==> src/rtl/mips_pkg.sv <==
// Shared constants for the MIPS pipeline blocks: default widths, the NOP
// encoding shown to decode during bubbles, and a log2 helper for sizing.
package mips_pkg;

  localparam int IW_DEF = 32;
  localparam int AW_DEF = 32;
  localparam logic [31:0] NOP_INSTR = 32'h0000_0000;

  // Ceiling log2; clog2(1) is 0.
  function automatic int clog2(input int value);
    int r;
    r = 0;
    while ((1 << r) < value) r++;
    return r;
  endfunction

endpackage

==> src/rtl/fetch_queue_mem.sv <==
// Storage for the fetch queue: DEPTH entries of W bits, one synchronous
// write port and one asynchronous read port. No reset: entries only become
// visible through the occupancy tracking in the parent.
module fetch_queue_mem
  import mips_pkg::*;
#(
  parameter int DEPTH = 4,
  parameter int W     = 64,
  parameter int PW    = 2
) (
  input  logic          clk,
  input  logic          i_we,
  input  logic [PW-1:0] i_waddr,
  input  logic [W-1:0]  i_wdata,
  input  logic [PW-1:0] i_raddr,
  output logic [W-1:0]  o_rdata
);

  logic [W-1:0] r_mem [DEPTH];

  // Write the accepted entry into its slot.
  always_ff @(posedge clk) begin
    if (i_we) r_mem[i_waddr] <= i_wdata;
  end

  // Head entry is read combinationally so out_* follows rd_ptr directly.
  always_comb begin
    o_rdata = r_mem[i_raddr];
  end

endmodule

==> src/rtl/fetch_queue.sv <==
// Instruction prefetch FIFO between fetch and the IF/ID register. Fetch can
// keep filling while decode stalls; a taken branch (flush) discards every
// buffered wrong-path entry. Entries are {instr, pc+4}.
//
// Handshake: a push happens on an edge where in_valid & in_ready & ~flush;
// a pop happens where out_valid & out_ready & ~flush. in_ready depends only
// on occupancy (never on out_ready), so a full queue refuses a push even if
// it is popped in the same cycle. out_* hold steady while out_valid & ~out_ready.
module fetch_queue
  import mips_pkg::*;
#(
  parameter int DEPTH = 4,
  parameter int IW    = IW_DEF,
  parameter int AW    = AW_DEF,
  localparam int PW   = clog2(DEPTH),
  localparam int LW   = PW + 1
) (
  input  logic          clk,
  input  logic          rst_n,
  input  logic          in_valid,
  output logic          in_ready,
  input  logic [IW-1:0] in_instr,
  input  logic [AW-1:0] in_pc,
  input  logic          flush,
  output logic          out_valid,
  input  logic          out_ready,
  output logic [IW-1:0] out_instr,
  output logic [AW-1:0] out_pc,
  output logic [LW-1:0] level
);

  localparam logic [LW-1:0] FULL_LVL = LW'(DEPTH);
  localparam logic [LW-1:0] ONE_LVL  = LW'(1);
  localparam logic [PW-1:0] ONE_PTR  = PW'(1);

  logic [PW-1:0]    r_wr_ptr;
  logic [PW-1:0]    r_rd_ptr;
  logic [LW-1:0]    r_level;
  logic             w_push;
  logic             w_pop;
  logic [IW+AW-1:0] w_head;

  // Handshake qualification; flush overrides both directions.
  always_comb begin
    in_ready  = (r_level != FULL_LVL);
    out_valid = (r_level != '0);
    w_push    = in_valid & in_ready & ~flush;
    w_pop     = out_valid & out_ready & ~flush;
  end

  fetch_queue_mem #(
    .DEPTH (DEPTH),
    .W     (IW + AW),
    .PW    (PW)
  ) u_mem (
    .clk     (clk),
    .i_we    (w_push),
    .i_waddr (r_wr_ptr),
    .i_wdata ({in_instr, in_pc}),
    .i_raddr (r_rd_ptr),
    .o_rdata (w_head)
  );

  // Pointer and occupancy tracking; flush returns everything to the empty origin.
  always_ff @(posedge clk or negedge rst_n) begin
    if (!rst_n) begin
      r_wr_ptr <= '0;
      r_rd_ptr <= '0;
      r_level  <= '0;
    end else if (flush) begin
      r_wr_ptr <= '0;
      r_rd_ptr <= '0;
      r_level  <= '0;
    end else begin
      if (w_push) r_wr_ptr <= r_wr_ptr + ONE_PTR;
      if (w_pop)  r_rd_ptr <= r_rd_ptr + ONE_PTR;
      case ({w_push, w_pop})
        2'b10:   r_level <= r_level + ONE_LVL;
        2'b01:   r_level <= r_level - ONE_LVL;
        default: r_level <= r_level;
      endcase
    end
  end

  // Gate the head to NOP/0 when empty so stale or unwritten slots never leak.
  always_comb begin
    level = r_level;
    if (out_valid) begin
      out_instr = w_head[IW+AW-1:AW];
      out_pc    = w_head[AW-1:0];
    end else begin
      out_instr = IW'(NOP_INSTR);
      out_pc    = '0;
    end
  end

endmodule

==> config.mk <==
export PLATFORM = sky130hd
export DESIGN_NAME = fetch_queue
export DESIGN_NICKNAME = d
export VERILOG_FILES = /design/src/rtl/mips_pkg.sv /design/src/rtl/fetch_queue_mem.sv /design/src/rtl/fetch_queue.sv
export SDC_FILE = /design/constraint.sdc
export NUM_CORES = 1
export LEC_CHECK = 0
export ABC_AREA = 1
export BUFFER_PORTS_ARGS = -buffer_cell sky130_fd_sc_hd__buf_2
export CAP_MARGIN = 10
export CORE_MARGIN = 2
export CORE_UTILIZATION = 25
export DETAILED_ROUTE_END_ITERATION = 12
export PLACE_DENSITY_LB_ADDON = 0.3
export SYNTH_ARGS = -nofsm -noshare
export SYNTH_HDL_FRONTEND = slang
export SYNTH_SLANG_ARGS = --single-unit
==> constraint.sdc <==
create_clock -name clk -period 5.7 [get_ports clk]
set_input_delay 0.57 -clock clk [delete_from_list [all_inputs] [get_ports clk]]
set_output_delay 0.57 -clock clk [all_outputs]
set_load 0.005 [all_outputs]
==> metrics, run 1 <==
synth top area cells=edfxtp_1 74%, nor2_1 9.5%, o21ai_0 6.2%, a21oi_1 3.2%, dfrtp_1 1.7%; status=complete, no violations; metal2 WL=12700 um; final worst-path cycle share=61.6%; Initial DRT Pass Iterations=5; CTS Buffer Depth=3; # fillers=4076; CP required=5130 ps; VDD IR max=0.228 mV; flip-flop and latch count after synthesis=263; Clock Pin Slew Worst Setup and Hold Paths=60 ps; CTS buffer count=29; Final Core Density=30.6%; layout cells sized above 1=20.3%; Synth area leader=edfxtp_1; CTS tree=done; Critical Path Fanout Max=71; DRT iter0 DRCs=368; Max Used Layer=met4; setup TNS=0 ps; Post-CTS Repair Setup Buffers=0; RSZ-0062 raised after global routing=no; GRT overflow=0; register area share after synthesis=76.0%; die area=0.0430 mm2; Via density=4.33; multi-input combinational cell area=0.00219 mm2; WL met3=1190 um; FP Rows=74; CTS root buffer=clkbuf_16; logic gate share of total power=24.7%; WL final=25400 um; Min-Delay Path Depth=1; antenna diode count=0; Final min period=3510 ps; gr usage total=11.5%; highest clock rate=285 MHz; Final Slew Violations=0; Sequential Power Share=42.5%; Final WS setup=2190 ps; largest net degree at the start of global routing=72; CP Class=reg -> out; P_leak=0.00441 uW; number of global-route vias before repair=6594; CP endpoint kind=output pin; clock share of power=32.8%; Ys Warns=0; crit start category=register; Vias=6508; Port Buffers=137; Starting Density=25.3%; clock sink count=263; wire length per cell=16.9 um; pre-CTS worst setup slack=2680 ps; final hold viol count=0; area delta synth->final=20.8%; synthesized area per cell=12.6 um2; Finish-stage setup viols=0; Top Ports=138; Pwr Density=438 mW/mm2; initial antenna violation count=1; Power Internal=3770 uW; headroom to the max-slew limit=28.3%; Layout Nets=1024; post-route ant nets=0; DRC=0; core footprint=0.0408 mm2; Cell Area, Synth=0.0103 mm2; worst skew pair latency=560 ps; met1 WL=10800 um; FF/Latch Area=0.00787 mm2; routability cong.=0.732; Final HPWL DP=13000 um; worst clock skew=20.3 ps; FF-to-FF path depth=7; Synth top area share=74.3%; min-delay worst type=in -> reg; total of max-cap violations=0; Die W=207 um; Sw Pwr=1710 uW; Worst Path Arrival=2940 ps; commonest non-fill, non-tap cells in the layout=258 x nor2_1, 256 x edfxtp_1, 137 x buf_2, 129 x o21ai_0, 67 x a21oi_1; Worst-Margin Slew=1080 ps; syn nets=892; Cell variety after synth=20; CTS H-tree depth=1; cells after synthesis=818; switching share of total power=31.2%; first-pass GRT wire length=38500 um; most common cell after layout, fill and taps aside=nor2_1; Die Y=207 um
[cell families (layout without fill, tap and decap cells)]
family	Yosys count	after routing	synth area share [%]
buffers and inverters	62	214	3.07
DFF	263	263	76.0
xor gates and xnor gates	1	1	0.0847
adders and majority gates	5	5	0.677
and+or+nand+nor	287	287	10.5
AOI/OAI and AO/OA	200	200	9.70
[state kept, by name, indices dropped and copies added, names as in the netlist]
name / flops
u_mem.r_mem: 256
r_rd_ptr: 2
level: 3
r_wr_ptr: 2
[cell type report]
class                   count  area share (%)
inverters                  14           0.430
repair buffers            149            6.43
clock buffers              33            5.93
well taps                 532            5.33
flip-flops and latches    263            62.9
clock inverters            18            1.38
multi-input cells         493            17.6
[critical path, stage by stage (launching register included)]
cell,delay (ps)
dfrtp_4,860
buf_4,770
nor2_1,110
nor2_1,100
o21ai_0,90
a21oi_1,230
buf_2,150
[synthesized netlist by cell type]
cell type and count:
a21boi_0 1, a21oi_1 67, buf_1 6, buf_2 14, buf_4 14, buf_6 2
clkbuf_1 12, dfrtp_1 7, edfxtp_1 256, fa_1 1, ha_1 4, inv_1 12
inv_2 2, nand2_1 22, nand3_1 2, nor2_1 262, nor2_2 1, o21ai_0 129
o21ai_1 3, xnor2_1 1
[final timing paths]
path,startpoint,end,slack (ps)
worst max register to register,level[0],u_mem.r_mem[1][39],3220
max in group asynchronous,rst_n,r_rd_ptr[1],5130
min in group asynchronous,rst_n,level[0],370
worst min-delay path,in_pc[30],u_mem.r_mem[3][30],220
worst max-delay path,r_rd_ptr[0],out_instr[12],2190
worst min register to register,level[1],level[1],570
[what timing repair did]
action	4_1_cts	5_1_grt
endpoints found under the setup margin	0	0
endpoints found under the hold margin	7	0
resized for setup	0	0
hold buffers	1	0
[stage by stage]
| stage | hold slack (ps) | instance area [um2] | instances | total power (uW) |
|---|---|---|---|---|
| final | 223 | 12500 | 1502 | 5480 |
| after global routing | 190 | 12500 | 1502 | 5810 |
| after CTS | 170 | 12500 | 1501 | 5590 |
| after detailed placement | 418 | 11600 | 1449 | 3760 |
| after global placement | 418 | 11600 | 1449 | 3750 |
| after floorplan | 274 | 10300 | 818 | 3150 |
[metal layers]
layer	vias up	track usage (%)
met5	-	0
met4	0	3.30
met3	44	2.38
met1	3165	14.0
li1	3150	-
met2	149	20.6
[power by group through the flow]
stage                     Combinational [uW]  Sequential (uW)  Clock [uW]
after floorplan                          824             2320           0
after global placement                  1380             2370           0
after detailed placement                1390             2370           0
after CTS                               1400             2330        1870
after global routing                    1540             2340        1930
final                                   1350             2330        1800
Power figures use the tool's default switching activity.
==> run 2, diff against run 1 <==
==> constraint.sdc (replaced) <==
create_clock -name clk -period 3.2 [get_ports clk]
set_input_delay 0.32 -clock clk [delete_from_list [all_inputs] [get_ports clk]]
set_output_delay 0.32 -clock clk [all_outputs]
set_load 0.005 [all_outputs]
==> run 2 against run 1 <==
Flip-flop and latch count stayed put. Critical endpoint is now out_instr[31]. Highest routed layer is now met5. Critical path depth stayed put. Cell area is 5.1% higher. Routed wire length is 0.80% higher. First-iteration DRC count is 10% lower.
==> metrics, run 2 (synthesis results as in run 1) <==
Buf+Inv Stages, Crit Path=2; area delta synth->final=27.0%; Final Core Density=32.2%; worst r2r src=level[0]; Power, Total=9680 uW; CTS tree=done; Worst-Margin Slew=922 ps; gr usage total=11.7%; Layout Nets=1091; FP Rows=74; total of max-cap violations=0; Final Slew Violations=0; crit start category=register; wire length per cell=16.3 um; Die W=207 um; number of global-route vias before repair=6789; DRT iter0 DRCs=330; CP Depth=6; post-route ant nets=0; Starting Density=25.3%; layout cells sized above 1=19.2%; CP Class=reg -> out; FF-to-FF path depth=7; Initial DRT Pass Iterations=6; GRT overflow=0; commonest non-fill, non-tap cells in the layout=258 x nor2_1, 256 x edfxtp_1, 137 x buf_2, 129 x o21ai_0, 67 x a21oi_1; FF/Latch Area=0.00787 mm2; RSZ-0062 raised after global routing=no; Critical Path Fanout Max=129; CTS buffer count=29; Critical Path, Cell by Cell=buf_12 -> nor2_1 -> nor2_1 -> o21ai_0 -> a21oi_1 -> buf_2; P_leak=0.00470 uW; initial antenna violation count=1; routability cong.=0.768; Top Ports=138; core footprint=0.0408 mm2; cell family with most CP delay=buffers and inverters; Pwr Density=737 mW/mm2; Crit-path slowest cell=dfrtp_4; placed cell areas=0.0116 mm2; clock sink count=263; WL final=25600 um; largest net degree at the start of global routing=130; Port Buffers=137; setup TNS=0 ps; final worst-path cycle share=82.6%; reg-to-reg slack, setup=1060 ps; highest clock rate=378 MHz; worst clock skew=11.5 ps; start point of the critical path=r_rd_ptr[0]; Worst Path Arrival=2320 ps; Finish-stage setup viols=0; # fillers=4066; Final min period=2640 ps; most common cell after layout, fill and taps aside=nor2_1; final hold viol count=0; most used cell, CP=nor2_1; Hold WS=65.4 ps; CTS H-tree depth=1; CP required=2880 ps; worst skew pair latency=550 ps; reg-to-reg endpoint=u_mem.r_mem[1][32]; Clock Pin Slew Worst Setup and Hold Paths=60 ps; Final HPWL DP=13400 um; multi-input combinational cell area=0.00219 mm2; CP endpoint kind=output pin; VDD IR max=0.488 mV; die area=0.0430 mm2; antenna diode count=0; final instance area=0.0131 mm2; min-delay worst type=in -> reg; first-pass GRT wire length=39400 um; CTS Buffer Depth=3; Critical Path End=out_instr[31]; Die Y=207 um; Vias=6749; headroom to the max-slew limit=38.5%; Largest Register=u_mem.r_mem; Post-CTS Repair Setup Buffers=0; CTS root buffer=clkbuf_16; DRC=0; Via density=4.30; max incr delay on CP=430 ps; max reg flops=256; status=complete, no violations
## run 2: changes by cell type in the layout (fill, tap and decap cells not counted), sizes merged, moves of 2 or more
| cell | change |
|---|---|
| bufinv | -2 |
| buf | +3 |
| clkbuf | +2 |
| clkinv | +7 |
| clkinvlp | -4 |
| dlygate4sd3 | +64 |
## run 2: worst register-to-register path, delay by kind of cell, from the launching register on
kind                   cells  cell delay, ps
buffers and inverters      2             590
AND/OR/NAND/NOR            5             730
flip-flops                 1             410
## run 2: metal layers
| metal | up-vias | wire length [um] | global-route usage (%) |
|---|---|---|---|
| met5 | - | 13 | 0 |
| met4 | 2 | 480 | 2.91 |
| met3 | 35 | 1130 | 2.16 |
| met2 | 142 | 12600 | 20.4 |
| met1 | 3279 | 11300 | 14.9 |
| li1 | 3291 | - | - |
## run 2: how the worst min path moves through the flow
stage | cells after the start | end | slack [ps] | start
after floorplan | 0 | level[0] | 20 | rst_n
after global placement | 1 | level[0] | 160 | rst_n
after detailed placement | 1 | level[1] | 160 | rst_n
after CTS | 4 | level[1] | 40 | flush
after global routing | 4 | level[1] | 60 | flush
final | 4 | level[1] | 70 | flush
## run 2: metrics by stage
step                      setup WS [ps]  cells
final                               556   1571
after detailed placement           1030   1453
after floorplan                    -875    818
after CTS                           540   1571
after global placement             1040   1453
after global routing                404   1571
## run 2: cell type report
class | count | area share [%]
Multi-Input combinational cell | 493 | 16.7
Clock buffer | 35 | 5.69
Inverter | 14 | 0.409
Clock inverter | 18 | 0.819
Timing Repair Buffer | 216 | 11.4
Sequential cell | 263 | 59.9
Tap cell | 532 | 5.07
## run 2: timing repair
action	4_1_cts	5_1_grt
hold buffers	65	0
hold endpoints to repair	260	0
resized for setup	0	0
## run 2: power breakdown
group	switching (uW)	internal (uW)	total (uW)
logic	1680	914	2600
registers	61.9	4000	4060
clock network	1300	1730	3030
total	3040	6640	9680
==> run 3, diff against run 2 <==
==> constraint.sdc (replaced) <==
create_clock -name clk -period 2.2 [get_ports clk]
set_input_delay 0.22 -clock clk [delete_from_list [all_inputs] [get_ports clk]]
set_output_delay 0.22 -clock clk [all_outputs]
set_load 0.005 [all_outputs]
==> run 3 against run 2 <==
Setup slack got worse by 560 ps. Largest cell class unchanged. Die area is the same. Sequential share of layout area shrank 3.3 points. Critical path depth unchanged. Final cell count is 1.3% higher. Via count rose by 1.9%. Sequential power up 46%. Worst hold slack lost 15 ps. Global-route usage up 0.17 points. Cell area is 5.8% higher. Routed wire length increased by 10%. First-iteration DRC count increased by 38%.
==> metrics, run 3 (synthesis results as in run 1) <==
initial antenna violation count=4; routability cong.=0.749; clock sink count=263; gr usage total=11.8%; worst clock skew=6.49 ps; FP Rows=74; reg-to-reg endpoint=u_mem.r_mem[2][49]; Final WS setup=0.549 ps; CTS Buffer Depth=3; largest net degree at the start of global routing=65; final worst-path cycle share=100%; Die W=207 um; worst skew pair latency=530 ps; Layout Nets=1113; logic gate share of total power=33.0%; status=complete, no violations; core footprint=0.0408 mm2; headroom to the max-slew limit=69.3%; VDD IR max=0.750 mV; CTS H-tree depth=1; # fillers=4008; CTS tree=done; wire length per cell=17.7 um; Min-Delay Path Depth=3; switching share of total power=31.9%; Vias=6878; Sequential Power Share=38.4%; Port Buffers=137; Worst-Margin Slew=460 ps; highest clock rate=455 MHz; FF/Latch Area=0.00787 mm2; GRT overflow=0; crit start category=register; DRC=0; area delta synth->final=34.4%; Final Core Density=34.1%; Final HPWL DP=15100 um; Power, Total=15400 uW; CP required=1980 ps; worst r2r src=level[0]; final hold viol count=0; clock share of power=28.5%; Clock Pin Slew Worst Setup and Hold Paths=60 ps; die area=0.0430 mm2; pre-CTS worst setup slack=377 ps; Final min period=2200 ps; total of max-cap violations=0; RSZ-0062 raised after global routing=yes; CTS buffer count=26; Largest Register=u_mem.r_mem; CP endpoint kind=output pin; CP Class=reg -> out; Top Ports=138; FF-to-FF path depth=7; CTS root buffer=clkbuf_16; Initial DRT Pass Iterations=5; Final Slew Violations=0; layout cells sized above 1=24.7%; Critical Path Fanout Max=12; Sw Pwr=4920 uW; post-route ant nets=0; Pwr Density=1110 mW/mm2; start point of the critical path=r_rd_ptr[0]; commonest non-fill, non-tap cells in the layout=256 x edfxtp_1, 240 x nor2_1, 137 x buf_2, 66 x o21ai_0, 66 x dlygate4sd3_1; worst min-delay path startpoint=out_ready; Worst Hold Path EP=r_rd_ptr[0]; max reg flops=256; Via density=4.32; P_leak=0.00498 uW; DRT iter0 DRCs=455; reg-to-reg slack, setup=370 ps; Starting Density=25.3%; number of global-route vias before repair=6874; Worst Path Arrival=1980 ps; most common cell after layout, fill and taps aside=edfxtp_1; multi-input combinational cell area=0.00234 mm2; WL final=28200 um; Die Y=207 um; setup TNS=0 ps; min-delay worst type=in -> reg; Finish-stage setup viols=0; first-pass GRT wire length=40300 um; Power Internal=10500 uW
run 3: cell types whose count changed in the layout (fill, tap and decap cells not counted), sizes merged:
cell         change
diode            +2
clkbuf          +10
buf             +12
clkinvlp         +2
dlygate4sd3      +1
clkinv           -8
bufinv           +2
inv              -1
run 3: layer usage:
metal  GRT usage [%]  vias to the layer above  routed length, um
li1                -                     3337                  -
met3            2.25                       40               1220
met4            3.84                        4                541
met2            19.5                      140              13600
met1            15.8                     3357              12800
met5               0                        -                 24
run 3: worst max-delay path by stage:
stage	slack (ps)	end	cells past startpoint
global route	-80	out_instr[20]	6
CTS	-50	out_pc[19]	5
global placement	390	level[2]	12
detailed placement	380	level[2]	12
finish	0.5	out_instr[13]	6
floorplan	-70	u_mem.r_mem[0][0]	6
run 3: power groups by stage:
stage | Clock, uW | Sequential [uW] | Combinational [uW]
after global routing | 4700 | 5940 | 5630
after global placement | 0 | 6010 | 4070
after floorplan | 0 | 6000 | 2160
final | 4390 | 5920 | 5090
after detailed placement | 0 | 6020 | 4080
after CTS | 4510 | 5920 | 4260
run 3: through the flow:
step	area, um2	instances	hold slack (ps)
finish	13900	1591	50.0
global route	13900	1591	60.4
CTS	13300	1569	41.5
detailed placement	11800	1457	86.4
global placement	11800	1457	78.8
floorplan	10400	818	-75.6
run 3: cell type report:
class / count / share of cell area [%]
multi-input cells: 493 / 16.8
flip-flops and latches: 263 / 56.6
diodes: 2 / 0.0360
well taps: 532 / 4.79
clock inverters: 13 / 0.999
inverters: 14 / 0.585
repair buffers: 241 / 15.2
clock buffers: 33 / 5.02
run 3: critical path: stages (launching register included):
cell and delay, ps:
dfrtp_4 510, buf_12 170, clkinv_16 90, buf_12 130, o21ai_0 110, a21oi_2 260
buf_2 160
run 3: what timing repair did:
| action | in CTS | in global routing |
|---|---|---|
| cloned | 0 | 17 |
| gates resized for setup | 12 | 113 |
| setup endpoints to repair | 24 | 58 |
| endpoints found under the hold margin | 266 | 0 |
| pin swaps | 0 | 23 |
| hold buffers | 66 | 0 |
| buffers inserted | 0 | 3 |
